### src/rtl/regs_banked.sv
// rtl/regs_banked.sv - ARM-style mode-banked register file with CPSR flags/mode and per-mode SPSRs
// Optional write-first read bypass on the in_reg port: define REGS_BYPASS_EN.
module regs_banked #(
  parameter int DATA_W  = 32,
  parameter int FLAGS_W = 4
) (
  input  logic               clock,
  input  logic               not_reset,
  input  logic               not_enable,
  input  logic [DATA_W-1:0]  in_reg,
  input  logic [3:0]         sel_in,
  input  logic [3:0]         sel_p0,
  input  logic [3:0]         sel_p1,
  input  logic [3:0]         sel_p2,
  output logic [DATA_W-1:0]  p0,
  output logic [DATA_W-1:0]  p1,
  output logic [DATA_W-1:0]  p2,
  input  logic [DATA_W-1:0]  pc_in,
  input  logic               flags_we,
  input  logic [FLAGS_W-1:0] in_flags,
  output logic [FLAGS_W-1:0] out_flags,
  input  logic               exc_enter,
  input  logic [1:0]         exc_new_mode,
  input  logic [DATA_W-1:0]  exc_lr,
  input  logic               exc_return,
  output logic [1:0]         mode
);

  localparam logic [1:0] MODE_USR = 2'd0;
  localparam logic [1:0] MODE_IRQ = 2'd1;
  localparam logic [1:0] MODE_SVC = 2'd2;
  localparam logic [1:0] MODE_FIQ = 2'd3;
  localparam int NPHYS  = 26;
  localparam int SPSR_W = FLAGS_W + 2;

  // Physical layout: 0-14 USR r0-r14, 15-21 FIQ r8-r14, 22-23 IRQ r13-r14, 24-25 SVC r13-r14.
  logic [DATA_W-1:0] rf   [0:NPHYS-1];
  logic [SPSR_W-1:0] spsr [0:3];

  function automatic logic [4:0] phys(input logic [3:0] sel, input logic [1:0] m);
    logic [4:0] s;
    s = {1'b0, sel};
    phys = s;
    case (m)
      MODE_FIQ: if (sel >= 4'd8)  phys = s + 5'd7;
      MODE_IRQ: if (sel >= 4'd13) phys = s + 5'd9;
      MODE_SVC: if (sel >= 4'd13) phys = s + 5'd11;
      default:  phys = s;
    endcase
  endfunction

  logic [4:0] wr_phys;
  logic [4:0] lr_phys;
  logic       wr_ok;
  logic       enter_ok;
  logic       return_ok;

  always_comb begin
    wr_phys   = phys(sel_in, mode);
    lr_phys   = phys(4'd14, exc_new_mode);
    wr_ok     = !not_enable && (sel_in != 4'd15);
    enter_ok  = exc_enter && (exc_new_mode != MODE_USR);
    return_ok = exc_return && (mode != MODE_USR) && !enter_ok;
  end

  function automatic logic [DATA_W-1:0] read_port(input logic [3:0] sel);
    logic [4:0] ph;
    ph = phys(sel, mode);
    if (sel == 4'd15)
      read_port = pc_in;
`ifdef REGS_BYPASS_EN
    else if (wr_ok && ph == wr_phys)
      read_port = in_reg;
`endif
    else
      read_port = rf[ph];
  endfunction

  always_comb begin
    p0 = read_port(sel_p0);
    p1 = read_port(sel_p1);
    p2 = read_port(sel_p2);
  end

  always_ff @(posedge clock) begin
    if (!not_reset) begin
      for (int i = 0; i < NPHYS; i++) rf[i] <= '0;
      for (int i = 0; i < 4; i++) spsr[i] <= '0;
      out_flags <= '0;
      mode      <= MODE_SVC;
    end else if (!not_enable) begin
      if (wr_ok) rf[wr_phys] <= in_reg;
      // Entry is written after the ordinary write so exc_lr wins on a shared r14.
      if (enter_ok) begin
        rf[lr_phys]        <= exc_lr;
        spsr[exc_new_mode] <= {out_flags, mode};
        mode               <= exc_new_mode;
        if (flags_we) out_flags <= in_flags;
      end else if (return_ok) begin
        {out_flags, mode} <= spsr[mode];
      end else if (flags_we) begin
        out_flags <= in_flags;
      end
    end
  end

endmodule

### config.mk
export PLATFORM = sky130hd
export DESIGN_NAME = regs_banked
export DESIGN_NICKNAME = d
export VERILOG_FILES = /design/src/rtl/regs_banked.sv
export SDC_FILE = /design/constraint.sdc
export NUM_CORES = 2
export LEC_CHECK = 0
export CAP_MARGIN = 20
export CORE_MARGIN = 1
export CORE_UTILIZATION = 23
export DETAILED_ROUTE_END_ITERATION = 16
export DONT_BUFFER_PORTS = 1
export HOLD_SLACK_MARGIN = 0.12
export PLACE_DENSITY = 0.45
export SETUP_SLACK_MARGIN = 0.02
export SYNTH_ARGS = -nofsm -noshare
export SYNTH_HDL_FRONTEND = slang
export SYNTH_SLANG_ARGS = --single-unit
### constraint.sdc
create_clock -name clock -period 17.6 [get_ports clock]
set_clock_uncertainty 0.05 [all_clocks]
set_input_delay 3.52 -clock clock [delete_from_list [all_inputs] [get_ports clock]]
set_output_delay 3.52 -clock clock [all_outputs]
set_load 0.1 [all_outputs]
==> impl_metrics.tcl <==
set metrics [dict create \
    post-synth-top-count-cell "nand2_1" \
    dp_hpwl_mm 225 \
    holdBufCountCts 0 \
    start_kind "input port" \
    drt_first_pass_iters 9 \
    grt_overflow 0 \
    hold_class "reg -> reg" \
    ir_worst_vdd_mv 0.0930 \
    antenna_found_initial 24 \
    critPathSlowestCell "nand2_1" \
    port_buffers 0 \
    setup_tns_ns 0 \
    slew_violations 0 \
    slowest_delay_ns 0.98 \
    syn_area_mm2 0.0694 \
    syn2layout_area_growth_pct 12.4 \
    period_share_pct 75.6 \
    grt-busiest-layer "met2" \
    cts-resized-gates 0 \
    worstHoldStart "mode[0]" \
    wl_per_cell_um 32.8 \
    crit_top_cell "buf_4" \
    layout-drive-gt1-share_pct 9.57 \
    critPathMaxFanout 96 \
    rsz0062_at_grt "no" \
    p_total_w 0.00809 \
    avgSynthCellArea_um2 8.73 \
    drc 0 \
    htreeDepth 3 \
    layout.nets 7509 \
    synth_edf_count 1048 \
    vias 66125 \
    place_congestion 0.919 \
    synth_ff_type "edfxtp_1" \
    layout_min_cycle_time_ns 13.31 \
    via_per_inst 5.78 \
    cts_setup_buffers 0 \
    crit_path_cell_trace "inv_1 > ha_1 > nor2b_1 > o21ai_1 > a31oi_1 > nor3_4 > buf_4 > nand2_1 > buf_4 > o22ai_1 > o311ai_0 > a22o_1" \
    reg2reg_from "mode[0]" \
    final_antenna_net_count 0 \
    cap_violations 0 \
    cts-root-buf "clkbuf_16" \
    hold_viol_final 0 \
    numCtsBuffers 114 \
    leakage_nw 27.6 \
    ios 226 \
    max_clock_freq_mhz 75.1 \
    insertion_delay_ns 0.74 \
    grt_max_degree 167 \
    synth_top_area_share_pct 45.4 \
    rows 201 \
    grt_usage_pct 23.8 \
    powerDensity_mw_per_mm2 104 \
    start_util_pct 23.1 \
    setup_violations 0 \
    first_global_vias 61490 \
    cts_tree "yes" \
    crit_type "in -> out" \
    grt_pass1_wl_mm 509 \
    synth_cells 7943 \
    relSlewSlack_pct 18.7 \
    die_y_um 551 \
    path_clk_slew_ns 0.07 \
    die-area_mm2 0.304 \
    async_flop_share_pct 0 \
    cp-end-kind "output pin" \
    yosysSeqAreaShare_pct 45.6 \
    clk_path_buf_depth 3 \
    yosys-top-cells-count "nand2_1, edfxtp_1, and2_1" \
    met3_usage_pct 6.26 \
    placeableCoreArea_mm2 0.300 \
    global_route.usage.met1_pct 29.8 \
    wl_mm 375 \
    yosysUniqueCellTypes 86 \
    crit_path_start "sel_p2[0]" \
    cp.arrival_ns 9.74 \
    yosys_warnings 0 \
    clock-sinks 1056 \
    yosysTopAreaCell "edfxtp_1" \
    status "complete, no violations" \
    drt_iter0_markers 10964 \
    yosys-top-cells-area "edfxtp_1, nand2_1, and2_1, mux2i_1, nand3_1" \
    die-width_um 551 \
    worstPathRequired_ns 14.03 \
    worstMarginPinSlew_ns 1.21 \
    ys_ff_latch 1056 \
    gr-usage-met2_pct 36.7 \
]
## power by group
part / switching [W] / internal [W] / leakage [nW]
registers: 0.0000902 / 0.00286 / 10.6
clock network: 0.00116 / 0.00128 / 1.74
logic: 0.00204 / 0.000660 / 15.2
total: 0.00329 / 0.00480 / 27.6
## registers in the layout, summed over array words and instances, names as in the netlist, named ones only
register / cells
out_flags: 4
mode: 2
rf: 1024
spsr: 24
## kinds of logic after synthesis
group | share of synthesized area (%)
buffers and inverters | 5.70
XOR/XNOR | 0.0866
adder cells (fa/ha/maj) | 0.234
AND/OR/NAND/NOR | 26.5
multiplexers | 7.89
AO/OA/AOI/OAI | 14.0
flip-flops | 45.6
other | 0.00541
## final cells by class
class | instances | area (µm²)
inverters | 22 | 82.6
fillers | 31722 | 222000
multi-input cells | 5927 | 35000
diodes | 11 | 27.5
clock inverters | 77 | 613
flip-flops and latches | 1056 | 31600
well taps | 3958 | 4950
clock buffers | 140 | 2950
repair buffers | 251 | 2690
## critical path, delay by kind of cell
family,cells,cell delay [ns]
adders and majority gates,1,0.32
and+or+nand+nor,3,1.40
AOI/OAI and AO/OA,5,2.84
buffers and inverters,3,1.45
## layout by cell type (no fill, tap or decap), types with 39 or more instances in the layout
master     instances
o21ai_0          133
o22ai_1           52
a22oi_1           59
nand2_1         2064
edfxtp_1        1048
nor3_1            93
mux2i_1          322
nand4_1           39
clkbuf_16        114
o221ai_1          39
nand3_1          622
a22o_1           132
a32oi_1           56
mux4_2           100
a21oi_1          618
nor2_1           229
and2_1           753
nor2_4            41
a211oi_1          43
buf_4            203
a31oi_1           73
## worst paths after layout
kind / depth (start not counted) / slack (ns) / to
setup reg to reg: 9 / 12.92 / rf[29][27]
hold / removal: 2 / 0.77 / mode[0]
hold reg to reg: 2 / 0.77 / mode[0]
setup / recovery: 12 / 4.29 / p2[31]
## per-stage QoR
step                      hold slack (ns)  worst slack [ns]  area, µm²  util [%]  instances
after CTS                           0.776              4.62      77900      26.0      11428
after global placement              0.752              4.71      74200      24.7      11200
after floorplan                     0.680              5.41      69400         -       7948
after global routing                0.817              4.28      78000      26.0      11435
final                               0.770              4.29      78000      26.0      11442
after detailed placement            0.763              4.65      74400      24.8      11211
## per-layer routing
metal  part of all wire (%)  wire, µm
met5                  0.020        76
met4                    6.8     25400
met3                     12     44500
met2                     43    163000
met1                     38    142000
No activity file was read; power rests on OpenSTA's default activity.
